===== src/rtl/adc_seq_pkg.sv =====
// adc_seq_pkg: state encoding, default sizing and nbits clamp shared by the ADC sequencer
package adc_seq_pkg;
    localparam int MAX_BITS_DEF = 16;
    typedef enum logic [2:0] {IDLE, INIT, SAMP, COMP, UPDATE, DONE} seq_state_t;
    function automatic logic [4:0] clamp_nbits(input logic [4:0] n, input int max_bits);
        return (n == 5'd0) ? 5'd1 : (int'(n) > max_bits) ? 5'(max_bits) : n;
    endfunction
endpackage


===== src/rtl/seq_phase_counter.sv =====
// seq_phase_counter: loadable down-counter timing one sequencer phase; a length of 0 behaves as 1
module seq_phase_counter #(
    parameter int LEN_W = 8
) (
    input  logic             clk,
    input  logic             rst,
    input  logic             load,
    input  logic [LEN_W-1:0] len,
    output logic             zero
);
    logic [LEN_W-1:0] cnt;
    // load len-1 on phase entry, then count down and park at zero
    always_ff @(posedge clk or posedge rst)
        if (rst) cnt <= '0;
        else if (load) cnt <= (len == '0) ? '0 : len - 1'b1;
        else if (cnt != '0) cnt <= cnt - 1'b1;
    assign zero = (cnt == '0);
endmodule


===== src/rtl/adc_sequencer.sv =====
// adc_sequencer: SAR ADC phase timing master and MSB-first result capture; ADC_SEQ_CONTINUOUS_EN adds cont_mode for back-to-back conversions
module adc_sequencer
    import adc_seq_pkg::*;
#(
    parameter int MAX_BITS = MAX_BITS_DEF,
    parameter int LEN_W    = 8
) (
    input  logic                clk,
    input  logic                rst,
    input  logic                start,
    input  logic [LEN_W-1:0]    cfg_samp_len,
    input  logic [LEN_W-1:0]    cfg_comp_len,
    input  logic [LEN_W-1:0]    cfg_update_len,
    input  logic [4:0]          cfg_nbits,
    input  logic                comp_out,
`ifdef ADC_SEQ_CONTINUOUS_EN
    input  logic                cont_mode,
`endif
    output logic                seq_init,
    output logic                seq_samp,
    output logic                seq_comp,
    output logic                seq_update,
    output logic                busy,
    output logic [MAX_BITS-1:0] result,
    output logic                result_valid
);
    seq_state_t          state, nxt;
    logic [LEN_W-1:0]    samp_len, comp_len, update_len, len;
    logic [4:0]          nbits, bit_cnt;
    logic [MAX_BITS-1:0] work;
    logic                zero, load, accept, cont;

`ifdef ADC_SEQ_CONTINUOUS_EN
    assign cont = cont_mode;
`else
    assign cont = 1'b0;
`endif

    assign accept = (state == IDLE && start) || (state == DONE && cont);
    assign load   = (nxt != state) && (nxt == SAMP || nxt == COMP || nxt == UPDATE);
    assign len    = (nxt == SAMP) ? samp_len : (nxt == COMP) ? comp_len : update_len;

    seq_phase_counter #(.LEN_W(LEN_W)) u_phase (
        .clk  (clk),
        .rst  (rst),
        .load (load),
        .len  (len),
        .zero (zero)
    );

    // phase sequencing: each timed phase leaves when its counter reaches zero
    always_comb begin
        nxt = state;
        case (state)
            IDLE:    nxt = start ? INIT : IDLE;
            INIT:    nxt = SAMP;
            SAMP:    nxt = zero ? COMP : SAMP;
            COMP:    nxt = zero ? UPDATE : COMP;
            UPDATE:  nxt = zero ? ((bit_cnt == nbits - 5'd1) ? DONE : COMP) : UPDATE;
            DONE:    nxt = cont ? INIT : IDLE;
            default: nxt = IDLE;
        endcase
    end

    // state, outputs registered from the next state, config latch and result capture
    always_ff @(posedge clk or posedge rst) begin
        if (rst) begin
            state        <= IDLE;
            seq_init     <= 1'b0;
            seq_samp     <= 1'b0;
            seq_comp     <= 1'b0;
            seq_update   <= 1'b0;
            busy         <= 1'b0;
            result       <= '0;
            result_valid <= 1'b0;
            samp_len     <= '0;
            comp_len     <= '0;
            update_len   <= '0;
            nbits        <= 5'd1;
            bit_cnt      <= '0;
            work         <= '0;
        end else begin
            state        <= nxt;
            seq_init     <= (nxt == INIT);
            seq_samp     <= (nxt == SAMP);
            seq_comp     <= (nxt == COMP);
            seq_update   <= (nxt == UPDATE);
            busy         <= (nxt != IDLE);
            result_valid <= (state == DONE);
            if (state == DONE) result <= work;
            if (accept) begin
                samp_len   <= cfg_samp_len;
                comp_len   <= cfg_comp_len;
                update_len <= cfg_update_len;
                nbits      <= clamp_nbits(cfg_nbits, MAX_BITS);
                bit_cnt    <= '0;
                work       <= '0;
            end
            if (state == COMP && zero) work <= {work[MAX_BITS-2:0], comp_out};
            if (state == UPDATE && zero) bit_cnt <= bit_cnt + 5'd1;
        end
    end
endmodule


===== config.mk =====
export PLATFORM = sky130hd
export DESIGN_NAME = adc_sequencer
export DESIGN_NICKNAME = d
export VERILOG_FILES = /design/src/rtl/adc_seq_pkg.sv /design/src/rtl/seq_phase_counter.sv /design/src/rtl/adc_sequencer.sv
export SDC_FILE = /design/constraint.sdc
export NUM_CORES = 1
export LEC_CHECK = 0
export CORE_ASPECT_RATIO = 0.75
export CORE_MARGIN = 4
export CORE_UTILIZATION = 63
export DETAILED_ROUTE_END_ITERATION = 10
export DONT_BUFFER_PORTS = 1
export GPL_TIMING_DRIVEN = 0
export HOLD_SLACK_MARGIN = 0.12
export PLACE_DENSITY = 0.78
export SYNTH_ARGS = -nofsm -noshare
export SYNTH_HDL_FRONTEND = slang
export SYNTH_SLANG_ARGS = --single-unit

===== constraint.sdc =====
create_clock -name clk -period 3.5 [get_ports clk]
set_input_delay 0.875 -clock clk [delete_from_list [all_inputs] [get_ports clk]]
set_output_delay 0.875 -clock clk [all_outputs]
set_load 0.05 [all_outputs]

==> impl_metrics.yaml <==
outcome:
  status: "complete, no violations"
pwr:
  ir_worst_vdd_v: 0.000543
  intPower_mw: 2.35
  switchingPower_mw: 1.51
  powerDensity_nw_per_um2: 879
  power.share.clock_pct: 20.4
  finalPower_mw: 3.86
  pwr-share-seq_pct: 42.4
  switching_share_pct: 39.2
  total_leakage_power_nw: 2.01
  comb_power_share_pct: 37.2
critical_path:
  worst-path-max-fanout: 8
  r2r-end: "u_phase.cnt[0]"
  required_ns: 3.72
  r2r_slack_ns: 0.17
  cp_slowest_stage_delay_ns: 0.55
  rr_worst_depth: 12
  cp_slowest_cell: "dfstp_2"
  crit_buf_inv: 2
  endpoint_kind: "flip-flop"
  worst_setup_path_start_kind: "flip-flop"
  path_class: "reg -> reg"
  r2r-start: "nbits[0]"
  cp.arrival_ns: 3.55
  cp_top_family: "compound AO/OA/AOI/OAI gates"
  crit_chain: "inv_1 -> ha_1 -> and3b_1 -> o21a_1 -> o311ai_4 -> a21oi_2 -> a222oi_1 -> buf_4 -> nand3_2 -> o22a_2 -> a22oi_1 -> a21oi_1"
logic_synthesis:
  yosysMostFrequentCell: "nand2_1"
  synth_commonest_cells: "nand2_1, dfrtp_1, o21ai_0"
  synth.distinct_cells: 56
  syn_nets: 444
  yosys-top-cells-area: "dfrtp_1, nand2_1, mux2_2"
  syn_inst: 405
  synthFlopType: "dfrtp_1"
  synthArstFlopShare_pct: 100
  yosys.area.top_type: "dfrtp_1"
  ys_ff_latch: 83
  netlist_area_um2: 3980
  synth_edf_count: 0
  ys.warnings.count: 0
  yosysTopAreaCellShare_pct: 51.6
  ys_seq_area_share_pct: 52.3
  syn_avg_cell_area_um2: 9.81
placement:
  numPortBuffers: 0
  post-dp-hpwl_um: 5900
  placed_area_um2: 4100
  place_congestion: 0.806
grt:
  grt_pass1_vias: 2984
  grtUsageTotal_pct: 22.7
  antenna_found_initial: 0
  grt-ovfl-total: 0
  grt_max_degree: 51
  grt_pass1_wl_um: 14100
cells_and_area:
  fillers: 432
  final_area_um2: 4390
  final_nets: 461
  regArea_um2: 2080
  drive_above_1_share_pct: 15.0
  synthToLayoutAreaGrowth_pct: 10.5
  multi_input_area_um2: 1820
  antenna_cells: 0
detailed_routing:
  via_per_inst: 5.89
  drt-initial-drc-count: 220
  wl_per_cell_um: 16.5
  routed_wl_um: 8340
  drt-pass1-iter-count: 5
  via_count: 2973
  ant_nets: 0
  drc_errors: 0
floorplanning:
  initial_core_util_pct: 66.5
  die_h_um: 76.8
  dieArea_um2: 7660
  io_pins: 55
  design.core.area_um2: 5980
  std_cell_rows: 24
  die_width_um: 99.7
sta:
  tightestPinTransition_ns: 0.704
  clock_skew_ns: 0.00950
  post-route-period-util_pct: 95.1
  hold_violations: 0
  max-slew-margin-rel_pct: 52.7
  slew_viol_final: 0
  fmax_mhz: 300
  timing.final.crit_period_ns: 3.33
  setup_viol: 0
clocking:
  clock_latency_ns: 0.36
  cts-htree-levels: 3
  clockRootBuffer: "clkbuf_8"
  clock_path_buffers: 2
  cts_tree: "built"
  cts_buffers: 9
  cts_num_sinks: 83
  path_clk_slew_ns: 0.09
worst_hold_path:
  hp-class: "in -> async"
run:
  maxCapViolations: 0
==> power by group through the flow <==
stage / clock, mW / combinational [mW] / sequential (mW)
after floorplan: 0 / 1.08 / 1.55
after global placement: 0 / 1.25 / 1.62
after detailed placement: 0 / 1.32 / 1.64
after CTS: 0.793 / 1.34 / 1.62
after global routing: 0.839 / 1.62 / 1.67
final: 0.789 / 1.44 / 1.64
==> cells by family (layout without fill, tap and decap cells) <==
kind of cell / count (synthesis) / count (layout) / share of synthesized area, %
and+or+nand+nor: 192 / 192 / 22.1
xor gates and xnor gates: 17 / 17 / 3.93
muxes: 22 / 22 / 6.04
adders and majority gates: 6 / 6 / 1.89
buffers and inverters: 25 / 47 / 2.61
AOI/OAI and AO/OA: 60 / 60 / 11.1
DFF: 83 / 83 / 52.3
==> placed cells by master, fill, tap and decap left out, types with 2 or more instances in the layout <==
cell / n
o211ai_1: 4
bufinv_16: 2
a221oi_2: 2
a222oi_1: 2
nand3b_1: 3
mux2i_1: 6
nor2_1: 18
nand2b_1: 2
buf_4: 5
mux2_2: 16
o21ai_0: 26
ha_1: 6
and2_2: 3
nand3_1: 10
nand4_1: 2
o2bb2ai_1: 2
inv_1: 10
nand2_1: 127
o22a_1: 4
a21oi_2: 2
clkbuf_8: 10
o21a_1: 2
dfrtp_1: 82
clkbuf_1: 12
inv_6: 3
a22oi_1: 5
nor3_1: 6
nor4b_1: 2
nor3b_1: 3
xnor2_1: 6
xor2_1: 10
a21oi_1: 3
==> what timing repair did <==
| action | 4_1_cts | 5_1_grt |
|---|---|---|
| setup endpoints to repair | 1 | 8 |
| pin swaps | 1 | 3 |
| resized for setup | 0 | 4 |
| gates cloned | 0 | 0 |
| hold buffers | 0 | 0 |
| buffers inserted | 0 | 5 |
==> final cells by class <==
cell class | count | area share, %
Clock inverter | 7 | 2.39
Clock buffer | 9 | 2.82
Buffer | 14 | 1.42
Multi-Input combinational cell | 297 | 41.4
Inverter | 11 | 0.997
Sequential cell | 83 | 47.3
Timing Repair Buffer | 6 | 1.48
Tap cell | 78 | 2.22
==> state kept, by name, summed over array words and instances (netlist names) <==
register	count
result	16
work	16
comp_len	8
samp_len	8
u_phase.cnt	8
update_len	8
bit_cnt	5
nbits	5
state	3
busy	1
result_valid	1
seq_comp	1
seq_init	1
seq_samp	1
seq_update	1
==> worst max path at each step <==
stage / from / endpoint / cells past startpoint / slack [ns]
after CTS: nbits[0] / u_phase.cnt[0] / 11 / 0.02
after detailed placement: nbits[0] / u_phase.cnt[0] / 11 / 0.003
after floorplan: nbits[0] / u_phase.cnt[6] / 11 / 0.40
final: nbits[0] / u_phase.cnt[0] / 12 / 0.17
after global placement: rst / u_phase.cnt[2] / 1 / -0.29
after global routing: nbits[0] / u_phase.cnt[0] / 12 / -0.06
==> per-stage QoR <==
step	utilization, %	instances	worst slack, ns	hold WS [ns]	TNS (ns)
global placement	68.2	483	-0.292	0.457	-23.73
detailed placement	68.7	484	0.00321	0.466	0
global route	73.5	505	-0.0620	0.417	-0.196
CTS	72.5	500	0.0192	0.400	0
floorplan	-	405	0.396	0.437	0
finish	73.5	505	0.171	0.390	0
==> routing by layer <==
metal / vias to the layer above / track usage [%] / wire (um)
li1: 1397 / - / -
met1: 1459 / 31.3 / 3770
met2: 95 / 34.5 / 3870
met3: 22 / 6.44 / 525
met4: 0 / 8.05 / 169
met5: - / 0 / 0
Note: power is estimated with default switching activity, not from simulation.
